--- config.mk ---
export PLATFORM = sky130hd
export DESIGN_NAME = keypad_event_controller
export DESIGN_NICKNAME = d
export VERILOG_FILES = /design/src/rtl/keypad_event_controller.sv
export SDC_FILE = /design/constraint.sdc
export NUM_CORES = 1
export LEC_CHECK = 0
export ABC_AREA = 1
export BUFFER_PORTS_ARGS = -buffer_cell sky130_fd_sc_hd__buf_2
export CAP_MARGIN = 0
export CORE_ASPECT_RATIO = 0.6
export CORE_UTILIZATION = 45
export DETAILED_ROUTE_END_ITERATION = 12
export SYNTH_ARGS = -nofsm -noshare
export SYNTH_HDL_FRONTEND = slang
export SYNTH_SLANG_ARGS = --single-unit
--- constraint.sdc ---
create_clock -name clock -period 6 [get_ports clock]
set_clock_uncertainty 0.2 [all_clocks]
set_input_delay 1.2 -clock clock [delete_from_list [all_inputs] [get_ports clock]]
set_output_delay 1.2 -clock clock [all_outputs]
set_load 0.01 [all_outputs]
--- src/rtl/keypad_event_controller.sv ---
// keypad_event_controller
//   Scan-strobe prescaler, key-code debouncer and a small first-word-fall-through
//   event FIFO drained by a valid/ready consumer. Code 4'h0 means "no key".
//   Optional auto-repeat of a held key is built only when AUTO_REPEAT_EN is defined.
//
// FSM states:
//   state       | meaning
//   ------------+-------------------------------------------------------------
//   ST_IDLE     | no key held, waiting for a nonzero code
//   ST_DEBOUNCE | candidate code seen, counting identical samples
//   ST_PRESSED  | press accepted and event pushed, waiting for release/rollover
//   ST_RELEASE  | zero seen after a press, counting zero samples
module keypad_event_controller #(
  parameter int PRESCALE_DIV = 1000,
  parameter int STABLE_TICKS = 24,
  parameter int FIFO_DEPTH   = 8
`ifdef AUTO_REPEAT_EN
  ,
  parameter int REPEAT_DELAY = 250,
  parameter int REPEAT_RATE  = 60
`endif
) (
  input  logic       clock,
  input  logic       resetN,
  output logic       scanTick,
  input  logic [3:0] keyCode,
  output logic [3:0] eventData,
  output logic       eventValid,
  input  logic       eventReady,
  output logic [4:0] fifoCount,
  output logic       overflow,
  input  logic       clearOverflow
);

  localparam int PW = $clog2(PRESCALE_DIV);
  localparam int CW = $clog2(STABLE_TICKS + 1);
  localparam int AW = $clog2(FIFO_DEPTH);
  // A single stable sample is enough: every fresh code is accepted on sight.
  localparam bit INSTANT = (STABLE_TICKS == 1);

  typedef enum logic [1:0] {ST_IDLE, ST_DEBOUNCE, ST_PRESSED, ST_RELEASE} state_t;

  logic [PW-1:0] presc_cnt;
  state_t        state;
  logic [3:0]    cand;
  logic [CW-1:0] cnt;
  logic          new_code;
  logic          push;
  logic          pop;
  logic          full;
  logic          push_ok;
  logic          drop;
  logic [AW-1:0] rd_ptr;
  logic [AW-1:0] rd_next;
  logic [AW-1:0] wr_ptr;
  logic [3:0]    mem [FIFO_DEPTH];

`ifdef AUTO_REPEAT_EN
  localparam int RMAX = (REPEAT_DELAY > REPEAT_RATE) ? REPEAT_DELAY : REPEAT_RATE;
  localparam int RW   = $clog2(RMAX + 1);
  logic [RW-1:0] rep_tmr;
  logic          rep_tc;
  assign rep_tc = (rep_tmr == RW'(1));
`endif

  // Prescaler; scanTick is registered so it is high exactly while the count sits at DIV-1.
  always_ff @(posedge clock) begin
    if (!resetN) begin
      presc_cnt <= '0;
      scanTick  <= 1'b0;
    end else begin
      if (presc_cnt == PW'(PRESCALE_DIV - 1)) presc_cnt <= '0;
      else                                    presc_cnt <= presc_cnt + 1'b1;
      scanTick <= (presc_cnt == PW'(PRESCALE_DIV - 2));
    end
  end

  assign new_code = (keyCode != 4'h0) && (keyCode != cand);

  // Push decode; the pushed code always equals the sampled keyCode.
  always_comb begin
    push = 1'b0;
    if (scanTick) begin
      case (state)
        ST_IDLE:     push = INSTANT && (keyCode != 4'h0);
        ST_DEBOUNCE: push = (keyCode == cand) ? (cnt == CW'(STABLE_TICKS - 1)) : (INSTANT && new_code);
`ifdef AUTO_REPEAT_EN
        ST_PRESSED:  push = (INSTANT && new_code) || ((keyCode == cand) && rep_tc);
`else
        ST_PRESSED:  push = INSTANT && new_code;
`endif
        ST_RELEASE:  push = INSTANT && new_code;
        default:     push = 1'b0;
      endcase
    end
  end

  // Debounce FSM, advanced only on scan ticks.
  always_ff @(posedge clock) begin
    if (!resetN) begin
      state <= ST_IDLE;
      cand  <= 4'h0;
      cnt   <= '0;
    end else if (scanTick) begin
      case (state)
        ST_IDLE: begin
          if (keyCode != 4'h0) begin
            cand  <= keyCode;
            cnt   <= CW'(1);
            state <= INSTANT ? ST_PRESSED : ST_DEBOUNCE;
          end
        end
        ST_DEBOUNCE: begin
          if (keyCode == cand) begin
            cnt <= cnt + 1'b1;
            if (cnt == CW'(STABLE_TICKS - 1)) state <= ST_PRESSED;
          end else if (keyCode == 4'h0) begin
            state <= ST_IDLE;
          end else begin
            cand  <= keyCode;
            cnt   <= CW'(1);
            state <= INSTANT ? ST_PRESSED : ST_DEBOUNCE;
          end
        end
        ST_PRESSED: begin
          if (keyCode == 4'h0) begin
            cnt   <= CW'(1);
            state <= INSTANT ? ST_IDLE : ST_RELEASE;
          end else if (keyCode != cand) begin
            cand  <= keyCode;
            cnt   <= CW'(1);
            state <= INSTANT ? ST_PRESSED : ST_DEBOUNCE;
          end
        end
        ST_RELEASE: begin
          if (keyCode == 4'h0) begin
            cnt <= cnt + 1'b1;
            if (cnt == CW'(STABLE_TICKS - 1)) state <= ST_IDLE;
          end else if (keyCode == cand) begin
            state <= ST_PRESSED;
          end else begin
            cand  <= keyCode;
            cnt   <= CW'(1);
            state <= INSTANT ? ST_PRESSED : ST_DEBOUNCE;
          end
        end
        default: state <= ST_IDLE;
      endcase
    end
  end

`ifdef AUTO_REPEAT_EN
  // Repeat down-counter: reloads with the initial delay whenever the key is not being held in PRESSED.
  always_ff @(posedge clock) begin
    if (!resetN) begin
      rep_tmr <= RW'(REPEAT_DELAY);
    end else if (scanTick) begin
      if ((state == ST_PRESSED) && (keyCode == cand)) rep_tmr <= rep_tc ? RW'(REPEAT_RATE) : rep_tmr - 1'b1;
      else                                            rep_tmr <= RW'(REPEAT_DELAY);
    end
  end
`endif

  assign eventValid = (fifoCount != 5'd0);
  assign pop        = eventValid && eventReady;
  assign full       = (fifoCount == 5'(FIFO_DEPTH));
  assign push_ok    = push && (!full || pop);
  assign drop       = push && full && !pop;
  assign rd_next    = rd_ptr + 1'b1;

  // Event storage; no reset needed, contents are qualified by fifoCount.
  always_ff @(posedge clock) begin
    if (push_ok) mem[wr_ptr] <= keyCode;
  end

  // FIFO pointers, count, registered head and sticky overflow.
  always_ff @(posedge clock) begin
    if (!resetN) begin
      rd_ptr    <= '0;
      wr_ptr    <= '0;
      fifoCount <= 5'd0;
      overflow  <= 1'b0;
      eventData <= 4'h0;
    end else begin
      if (push_ok) wr_ptr <= wr_ptr + 1'b1;
      if (pop)     rd_ptr <= rd_next;
      case ({push_ok, pop})
        2'b10:   fifoCount <= fifoCount + 5'd1;
        2'b01:   fifoCount <= fifoCount - 5'd1;
        default: fifoCount <= fifoCount;
      endcase
      if (drop)               overflow <= 1'b1;
      else if (clearOverflow) overflow <= 1'b0;
      // Head follows the oldest entry; it holds its last value once the FIFO drains.
      if (fifoCount == 5'd0) begin
        if (push_ok) eventData <= keyCode;
      end else if (pop) begin
        if (fifoCount == 5'd1) begin
          if (push_ok) eventData <= keyCode;
        end else begin
          eventData <= mem[rd_next];
        end
      end
    end
  end

endmodule
---- Word-level counts from Yosys, hierarchy flattened ----
Memories as Yosys holds them, arrays and structs flattened.
Cells that the tools add are included.
operators by class
  add/sub/neg operators ................... 6
  muxes and demuxes ....................... 38
  reduce and logical (&&, ||, !) cells .... 20
  bitwise operators ....................... 1
  equality and inequality tests ........... 24
operator list
  kind                                               count
  two-way mux 4 bit                                  11
  two-way mux 5 bit                                  7
  == test 10 bit (second input constant)             2
  case mux 5 bit (4 select lines)                    1
  two-way mux 2 bit                                  8
  case mux 4 bit (4 select lines)                    1
  inequality test 3 bit (second input constant)      5
  inequality test 2 bit (second input constant)      7
  adder 10 x 1 -> 10 bit (second input constant)     1
  adder 5 x 1 -> 5 bit (second input constant)       2
  case mux 5 bit (2 select lines)                    1
  AND reduction 5 bit                                2
  case mux 2 bit (4 select lines)                    1
  AND reduction 8 bit                                1
  two-way mux 1 bit                                  7
  adder 3 x 1 -> 3 bit (second input constant)       2
  == test 2 bit (second input constant)              3
  nonzero test 2 bit                                 3
  == test 5 x 1 -> 1 bit (second input constant)     1
  == test 5 x 4 -> 1 bit (second input constant)     1
  == test 5 bit (second input constant)              1
  zero test 5 bit                                    1
  nonzero test 5 bit                                 1
  subtractor 5 x 1 -> 5 bit (second input constant)  1
  13 further kinds                                   18
storage, ports and cells
  register bits ........................... 38
  bits in writable memories ............... 32
  output and inout port bits .............. 12
  memories kept ........................... 1
  word-level logic and storage cells ...... 100
memories
  name  depth  bits a word  read ports  clocked after Yosys merged registers in  wr ports  RTL line  source
  mem   8      4            1           0                                        1         56        logic [3:0] mem [FIFO_DEPTH];

---- Longest topological paths before layout ----
Gate-level depths: netlist (run 1).
  depth in word-level cells ............... 9
  mapped depth ............................ 13
  gate-level depth less buffers ........... 13

---- Worst setup path before layout (run 1) ----
Ideal clock, no wire load.
  path type ............................... input port to flip-flop
  from .................................... in keyCode[3]
  to ...................................... mem mem[0][0] (enable)
  arrival time ............................ 2.313 ns
  path buffers ............................ 0
  setup slack ............................. 3.126 ns
  cell stages on the path ................. 10
  cell sequence ........................... inv_1 -> nand2_1 -> nand2_2 -> nor2_4 -> nand2_4 -> nor2_8 -> nand3_4 -> inv_2 -> nand2_1 -> nor3_1
between the ends
  word-level cells in the longest chain between the ends .. 7
RTL lines
  what                                     RTL line  source
  start: declaration                       26        input logic [3:0] keyCode,
  == test 4 bit                            86        ST_DEBOUNCE: push = (keyCode == cand) ? (cnt == CW'(STABLE_TICKS - 1)) : (INSTANT && new_code);
  two-way mux 1 bit                        86
  case mux 1 bit (2 select lines)          84        case (state)
  two-way mux 1 bit                        83        if (scanTick) begin
  logical AND 1 bit                        167       assign push_ok = push && (!full || pop);
  two-way mux 1 bit                        173       if (push_ok) mem[wr_ptr] <= keyCode;
  two-way mux 1 bit (not written as such)  173
  end: declaration                         56
No other way between the ends.

---- Worst setup path in the final report (run 1) ----
  from .................................... in keyCode[0]
  to ...................................... mem mem[0][1] (enable)
The elaborated chain is that of the path after synthesis.

==> flow_summary.toml, run 1 <==
[detailed_routing]
routedWlPerCell_um = 14.0
drtIter0Drc = 251
wirelength_um = 7860
drtPass1Iterations = 4
drt-vias-per-instance = 5.07
vias = 2841
remaining_drc_errors = 0
postRouteAntennaNets = 0

[power]
power.density_nw_per_um2 = 258
p_leak_nw = 1.67
finalPower_mw = 1.04
ir_drop_mv = 0.124

[floorplanning]
rows = 24
die_area_um2 = 8240
dieWidth_um = 117
start_util_pct = 47.5
die_y_um = 70.7
coreArea_um2 = 7450
ioPinCount = 20

[logic_synthesis]
synth_cell_types = 33
synth_flop_cell = "dfxtp_1"
synthTopCellsByArea = "edfxtp_1 27%, dfxtp_1 21%, nand2_1 11%"
synth_warnings = 0
syn-mean-instance-area_um2 = 8.27
syn_nets = 445
synthTopCellsByCount = "107 x nand2_1, 48 x nand3_1, 42 x inv_1"
synth_edf_count = 32
synth_area_leader_cell = "edfxtp_1"
netlist_area_um2 = 3540
ys_seq_area_share_pct = 48.6
synth_most_common_cell = "nand2_1"
async_flop_share_pct = 0
synth_top_area_share_pct = 27.1
synth_cells = 428
ys_ff_latch = 70

[global_route]
grt_pass1_wl_um = 13000
grt_max_degree = 24
track_usage_pct = 21.5
grt_pass1_vias = 2530
overflow = 0
antenna_found_initial = 0

[clock_tree]
worstSkewPairLatency_ns = 0.33
clock_sinks = 70
cts.path.max_buffers = 2
cts_root_buf = "clkbuf_16"
cts.htree.levels = 3
cts_tree = "done"
cts_made_buffers = 9
cts_setup_buffers = 0
post_cts_resized = 0
holdBufCountCts = 0
clk_pin_slew_ns = 0.06

[critical_path]
critPathRequiredTime_ns = 5.76
reg2reg_depth = 9
crit_path_start_kind = "input port"
r2r_slack_ns = 3.59
worstReg2RegEnd = "mem[0][1]$_DFFE_PP_"
crit_arrival_ns = 2.85
endpoint_kind = "flop"
crit_type = "in2reg"
cp_max_fo = 12
r2r_start = "fifoCount[0]$_SDFFE_PN0P_"

[placement]
dpl.cell_count = 544
port_buffers = 19
dp_worst_setup_slack_ns = 2.59
dp_hpwl_um = 5880
gp_congestion = 0.816

[worst_hold_path]
hold_depth = 1
worstHoldPathType = "reg2reg"
hp-start = "presc_cnt[0]$_SDFF_PP0_"
min_to = "presc_cnt[0]$_SDFF_PP0_"

[timing]
worst-slew-pin-transition_ns = 0.578
slew_violations = 0
setup_ws_ns = 2.92
clock.fmax_ghz = 0.324
finalSetupViolCount = 0
finalCriticalPeriod_ns = 3.08
setup_tns_ns = 0
relSlewSlack_pct = 61.1
hold_violations = 0
rsz0062_at_grt = "no"
fin_crit_sh_pct = 51.4

[layout]
fin_nets = 468
fin_cells = 560
drive_above_1_share_pct = 14.9
antennaDiodeCount = 0
area_delta_synth_final_pct = 13.7
nFillCells = 701

[run]
drv_cap = 0

[run_status]
status = "completed"
==> worst max-delay path by stage <==
stage | slack [ns] | endpoint | cells past startpoint | startpoint
after floorplan | 3.13 | mem[0][0]$_DFFE_PP_ | 10 | keyCode[3]
after global placement | 2.70 | mem[2][1]$_DFFE_PP_ | 11 | keyCode[3]
after detailed placement | 2.59 | mem[5][1]$_DFFE_PP_ | 11 | keyCode[0]
after CTS | 2.94 | mem[5][3]$_DFFE_PP_ | 11 | keyCode[0]
after global routing | 2.74 | mem[4][1]$_DFFE_PP_ | 11 | keyCode[0]
final | 2.92 | mem[0][1]$_DFFE_PP_ | 11 | keyCode[0]
==> power by group <==
part	internal [mW]	total [mW]	switching, mW
logic	0.00659	0.0250	0.0184
registers	0.500	0.501	0.00143
clock network	0.320	0.513	0.193
==> cells by family after synthesis <==
group | Yosys count | share of synthesized area [%]
AOI/OAI and AO/OA | 41 | 6.04
xor gates and xnor gates | 12 | 2.97
adders and majority gates | 9 | 3.18
buffers and inverters | 60 | 6.54
DFF | 70 | 48.6
and+or+nand+nor | 236 | 32.6
==> cells in the final DEF, fill, tap and decap left out, types with 5 or more instances in the layout <==
cell,instances
o21ai_0,14
a21oi_1,23
nor2_4,6
nand3_1,48
nor3_1,12
nand2_2,7
nor2_1,37
clkbuf_16,9
dfxtp_1,38
xor2_1,9
ha_1,9
inv_2,9
edfxtp_1,32
buf_2,19
nand4_1,5
nand2_1,107
inv_1,42
==> layout make-up <==
cell class	instances	area [um2]	share of cell area [%]
Multi-Input combinational cell	298	1590	39.4
Clock buffer	10	229	5.69
Inverter	53	199	4.94
Sequential cell	70	1720	42.8
Tap cell	104	130	3.23
Clock inverter	6	62.6	1.55
Timing Repair Buffer	19	95.1	2.36
==> sequential cells by signal, summed over array words and instances (netlist names) <==
name	count
cand	4
presc_cnt	10
wr_ptr	3
state	2
overflow	1
rd_ptr	3
cnt	5
eventData	4
mem	32
fifoCount	5
scanTick	1
==> metrics by stage <==
step / hold WS [ns] / instance area (um2) / utilization (%)
after detailed placement: 0.255 / 3730 / 50.1
after CTS: 0.264 / 4030 / 54.0
after floorplan: 0.230 / 3540 / -
after global routing: 0.306 / 4030 / 54.0
final: 0.263 / 4030 / 54.0
after global placement: 0.249 / 3730 / 50.1
==> routing by layer <==
| layer | up-vias | track usage (%) | share of wire, % |
|---|---|---|---|
| met4 | 0 | 5.98 | 0.67 |
| met3 | 4 | 5.66 | 8.0 |
| met2 | 106 | 27.4 | 37 |
| met5 | - | 0 | 0 |
| met1 | 1284 | 34.7 | 54 |
| li1 | 1447 | - | - |
==> worst max-delay path, stage by stage <==
cell and delay, ns:
buf_2 0.24, inv_2 0.08, nand2_1 0.07, nand2_1 0.09
nor2_4 0.18, nand2_4 0.11, nor2_8 0.12, nand3_4 0.12
inv_2 0.09, nand2_1 0.11, nor3_1 0.44
Power figures use the tool's default switching activity.
==> run 2, diff against run 1 <==
==> constraint.sdc (replaced) <==
create_clock -name clock -period 3.13 [get_ports clock]
set_clock_uncertainty 0.2 [all_clocks]
set_input_delay 0.626 -clock clock [delete_from_list [all_inputs] [get_ports clock]]
set_output_delay 0.626 -clock clock [all_outputs]
set_load 0.01 [all_outputs]
==> run 2 against run 1 <==
Net effect: first-iteration DRC count decreased by 7.2%; global-route usage up 0.20 points; worst hold slack lost 0.0072 ns; largest power group unchanged; register-to-register slack worse by 3.0 ns; via count fell by 0.21%; setup slack got worse by 2.3 ns.
==> flow_summary.toml, run 2 (same netlist as run 1, synthesis figures left out) <==
[detailed_routing]
postRouteAntennaNets = 0
dr_wl_met3_um = 570
wirelength_um = 7980
vias = 2835
wl_met1_um = 4290
remaining_drc_errors = 0
drt-vias-per-instance = 5.04
top_layer = "met4"
routedWlPerCell_um = 14.2
drtPass1Iterations = 5
route.met2.wl_um = 3010
drtIter0Drc = 233

[layout]
final_cell_mix = "107 x nand2_1, 48 x nand3_1, 42 x inv_1"
fin_util_pct = 54.3
stdcell_area_um2 = 4040
largest_register = "mem"
fin_nets = 471
fin_cells = 563
largest_reg_flops = 32
reg.largest.list = "mem x32, presc_cnt x10"
antennaDiodeCount = 0
drive_above_1_share_pct = 15.3
area_delta_synth_final_pct = 14.1
final_common_cell = "nand2_1"

[critical_path]
reg2reg_depth = 9
r2r_slack_ns = 0.63
critPathRequiredTime_ns = 2.89
cp_max_fo = 12
slowest_stage = "nor3_1"
crit_arrival_ns = 2.31
crit_type = "in2reg"
critical_path_buf_inv_count = 3
r2r_start = "fifoCount[0]$_SDFFE_PN0P_"
worstReg2RegEnd = "mem[6][1]$_DFFE_PP_"
critPathMaxStageDelay_ns = 0.52
endpoint_kind = "flop"
crit_family = "simple AND/OR/NAND/NOR gates"
crit_path_start_kind = "input port"
crit_path_cell_trace = "buf_2 -> inv_2 -> nand2_1 -> nand2_2 -> nor2_4 -> nand2_4 -> nor2_8 -> nand3_4 -> inv_2 -> nand2_1 -> nor3_1"

[clock_tree]
post_cts_resized = 0
clk_pin_slew_ns = 0.05
cts_made_buffers = 9
clock_sinks = 70
cts_setup_buffers = 0
holdBufCountCts = 0
cts.htree.levels = 3
cts.path.max_buffers = 2
cts_tree = "done"
worstSkewPairLatency_ns = 0.33
cts_root_buf = "clkbuf_16"

[timing]
slew_violations = 0
setup_tns_ns = 0
clock.fmax_ghz = 0.392
finalSetupViolCount = 0
hold_violations = 0
finalCriticalPeriod_ns = 2.55
fin_crit_sh_pct = 81.5
worst-slew-pin-transition_ns = 0.638
relSlewSlack_pct = 57.2
rsz0062_at_grt = "no"

[power]
power.density_nw_per_um2 = 491
p_leak_nw = 1.69
ir_drop_mv = 0.333
finalPower_mw = 1.98

[placement]
dpl.cell_count = 547
gp_congestion = 0.845
place_area_um2 = 3760
port_buffers = 19
dp_hpwl_um = 5920

[worst_hold_path]
hp-start = "presc_cnt[0]$_SDFF_PP0_"
worstHoldPathType = "reg2reg"
min_to = "presc_cnt[0]$_SDFF_PP0_"
hold_depth = 1

[floorplanning]
rows = 24
dieWidth_um = 117
die_area_um2 = 8240
coreArea_um2 = 7450
ioPinCount = 20
start_util_pct = 47.5
die_y_um = 70.7

[global_route]
antenna_found_initial = 0
overflow = 0
grt_pass1_vias = 2573
grt_max_degree = 24
track_usage_pct = 21.7
grt_pass1_wl_um = 13100

[run_status]
status = "completed"

[run]
drv_cap = 0
## run 2: changes by cell type in the layout (fill, tap and decap cells not counted), sizes merged
cell	before	now
clkinv	5	4
buf	19	22
clkbuf	10	12
clkinvlp	2	1
## run 2: where the power goes
group	switching (mW)	total [mW]	leakage (nW)	internal (mW)
clock network	0.359	0.973	0.137	0.614
registers	0.00273	0.962	0.594	0.959
logic	0.0359	0.0501	0.958	0.0142
## run 2: cell type report
| class | count | area [um2] |
|---|---|---|
| Clock buffer | 12 | 236 |
| Clock inverter | 4 | 47.5 |
| Tap cell | 104 | 130 |
| Sequential cell | 70 | 1720 |
| Multi-Input combinational cell | 298 | 1590 |
| Inverter | 53 | 199 |
| Fill cell | 696 | 3410 |
| Timing Repair Buffer | 22 | 118 |
## run 2: worst max-delay path by stage
stage / from / endpoint / slack [ns] / cells after the start
floorplan: keyCode[3] / mem[4][0]$_DFFE_PP_ / 0.83 / 10
global placement: keyCode[2] / mem[0][3]$_DFFE_PP_ / 0.40 / 11
detailed placement: keyCode[2] / mem[2][0]$_DFFE_PP_ / 0.26 / 11
CTS: keyCode[2] / mem[2][2]$_DFFE_PP_ / 0.59 / 11
global route: keyCode[1] / mem[0][0]$_DFFE_PP_ / 0.45 / 11
finish: keyCode[2] / mem[6][1]$_DFFE_PP_ / 0.58 / 11
## run 2: per-layer routing
layer  GRT usage (%)  up-vias
met2            28.7       81
met3            5.14       11
met5               0        -
met4            8.12        0
met1            33.6     1285
li1                -     1458
## run 2: through the flow
step           worst slack [ns]  hold slack (ns)
5_1_grt                   0.446            0.292
3_5_place_dp              0.257            0.249
2_1_floorplan             0.830            0.230
4_1_cts                   0.594            0.262
6_report                  0.578            0.256
3_3_place_gp              0.403            0.247
==> run 3, diff against run 2 <==
==> constraint.sdc (replaced) <==
create_clock -name clock -period 2.1 [get_ports clock]
set_clock_uncertainty 0.2 [all_clocks]
set_input_delay 0.42 -clock clock [delete_from_list [all_inputs] [get_ports clock]]
set_output_delay 0.42 -clock clock [all_outputs]
set_load 0.01 [all_outputs]
==> run 3 against run 2 <==
Net effect: setup slack worse by 0.47 ns; sequential share of layout area is 3.0 points lower; power is 61% higher; critical path depth is 5 lower; die area stayed put; global-route usage is 0.52 points lower; non-clock buffer count is 32 higher; count of clock-buffer cells in the layout stayed put; core utilization is 4.1 points higher; cell area is 7.5% higher; sequential power is 49% higher; critical path type is now reg2out; critical endpoint is now eventValid; largest cell class unchanged.
==> flow_summary.toml, run 3 (same netlist as run 1, synthesis figures left out) <==
[detailed_routing]
vias = 2927
drtIter0Drc = 181
drt-vias-per-instance = 4.91
routedWlPerCell_um = 13.4
wirelength_um = 7990
postRouteAntennaNets = 0
drtPass1Iterations = 5
remaining_drc_errors = 0

[clock_tree]
post_cts_resized = 0
clk_pin_slew_ns = 0.06
cts.path.max_buffers = 2
cts_setup_buffers = 0
cts.htree.levels = 3
cts_root_buf = "clkbuf_16"
worstSkewPairLatency_ns = 0.33
clock_sinks = 70
holdBufCountCts = 0
cts_tree = "done"
cts_made_buffers = 9

[layout]
drive_above_1_share_pct = 21.7
largest_reg_flops = 32
reg.largest.list = "mem x32, presc_cnt x10"
final_cell_mix = "106 x nand2_1, 48 x nand3_1, 42 x inv_1"
area_delta_synth_final_pct = 22.7
final_common_cell = "nand2_1"
largest_register = "mem"
fin_cells = 596
multi_input_area_um2 = 1600
nFillCells = 678
antennaDiodeCount = 0
seqCellArea_um2 = 1720
fin_nets = 504

[run_status]
status = "completed"

[global_route]
track_usage_pct = 21.2
overflow = 0
antenna_found_initial = 0
grt_pass1_wl_um = 12800
grt_pass1_vias = 2576
grt_max_degree = 19

[timing]
rsz0062_at_grt = "yes"
clock.fmax_ghz = 0.503
finalCriticalPeriod_ns = 1.99
finalSetupViolCount = 0
hold_violations = 0
slew_violations = 0
worst-slew-pin-transition_ns = 0.534
fin_crit_sh_pct = 94.7
relSlewSlack_pct = 64.1
setup_tns_ns = 0

[floorplanning]
coreArea_um2 = 7450
ioPinCount = 20
dieWidth_um = 117
die_area_um2 = 8240
rows = 24
start_util_pct = 47.5
die_y_um = 70.7

[critical_path]
critPathMaxStageDelay_ns = 0.30
endpoint_kind = "output port"
reg2reg_depth = 9
cpMostUsedCell = "inv_1"
r2r_start = "cnt[0]$_SDFFE_PN0P_"
crit_type = "reg2out"
worstReg2RegEnd = "eventData[0]$_SDFFE_PN0P_"
critical_path_buf_inv_count = 3
crit_family = "buffers and inverters"
crit_arrival_ns = 1.37
slowest_stage = "dfxtp_1"
r2r_slack_ns = 0.16
crit_path_cell_trace = "inv_1 -> ha_1 -> inv_1 -> nor2_2 -> nand2_2 -> buf_2"
crit_path_start_kind = "flop"
cp_max_fo = 5
critPathRequiredTime_ns = 1.48

[power]
power.density_nw_per_um2 = 735
finalPower_mw = 3.19
ir_drop_mv = 0.420
p_leak_nw = 1.88

[worst_hold_path]
worstHoldPathType = "in2reg"
hold_depth = 3
min_to = "overflow$_SDFFE_PN0P_"
hp-start = "clearOverflow"

[run]
drv_cap = 0

[placement]
dpl.cell_count = 579
port_buffers = 19
gp_congestion = 0.843
dp_hpwl_um = 6090
run 3: changes by cell type in the layout (fill, tap and decap cells not counted), moves of 2 or more:
cell      before  now
buf_4          3   35
clkinv_2       2    0
clkinv_4       0    2
nand2_2        7    9
run 3: cell type report:
cell class                      instances  area share [%]
Clock buffer                           12            5.93
Sequential cell                        70            39.7
Tap cell                              104            3.00
Timing Repair Buffer                   54            8.24
Clock inverter                          4            1.79
Inverter                               53            4.58
Multi-Input combinational cell        299            36.8
run 3: how the worst max path moves through the flow:
stage / from / end / slack [ns] / depth (start not counted)
after floorplan: fifoCount[0]$_SDFFE_PN0P_ / mem[4][0]$_DFFE_PP_ / -0.08 / 9
after global placement: keyCode[3] / mem[0][3]$_DFFE_PP_ / 0.03 / 12
after detailed placement: keyCode[3] / mem[0][2]$_DFFE_PP_ / -0.01 / 12
after CTS: fifoCount[1]$_SDFFE_PN0P_ / eventValid / 0.02 / 6
after global routing: cand[3]$_SDFFE_PN0P_ / mem[6][2]$_DFFE_PP_ / -0.006 / 11
final: fifoCount[0]$_SDFFE_PN0P_ / eventValid / 0.11 / 6
run 3: report_power, final:
group	internal [mW]	switching (mW)	leakage (nW)	total (mW)
Clock	1.12	0.551	0.162	1.67
Sequential	1.43	0.00420	0.595	1.43
Combinational	0.0364	0.0590	1.12	0.0954
run 3: layer usage:
metal	vias to the layer above	track usage (%)	share of wire [%]
met2	74	28.6	40
li1	1521	-	-
met1	1326	31.8	53
met3	6	7.54	5.8
met4	0	5.13	0.43
met5	-	0	0
run 3: worst register-to-register path: stages (launching register included):
cell and delay (ns):
dfxtp_2 0.36, ha_1 0.20, nand4_2 0.15, nor2_4 0.15
buf_4 0.15, inv_2 0.04, nor2_4 0.16, nand4_1 0.17
a21oi_1 0.21, nor2_1 0.05
run 3: per-stage QoR:
| step | worst slack (ns) | hold slack, ns | util [%] | cell area [um2] |
|---|---|---|---|---|
| finish | 0.112 | 0.207 | 58.3 | 4340 |
| floorplan | -0.0791 | 0.230 | - | 3540 |
| CTS | 0.0153 | 0.192 | 58.2 | 4330 |
| detailed placement | -0.0102 | 0.253 | 53.7 | 4000 |
| global placement | 0.0266 | 0.248 | 53.7 | 4000 |
| global route | -0.00595 | 0.205 | 58.3 | 4340 |
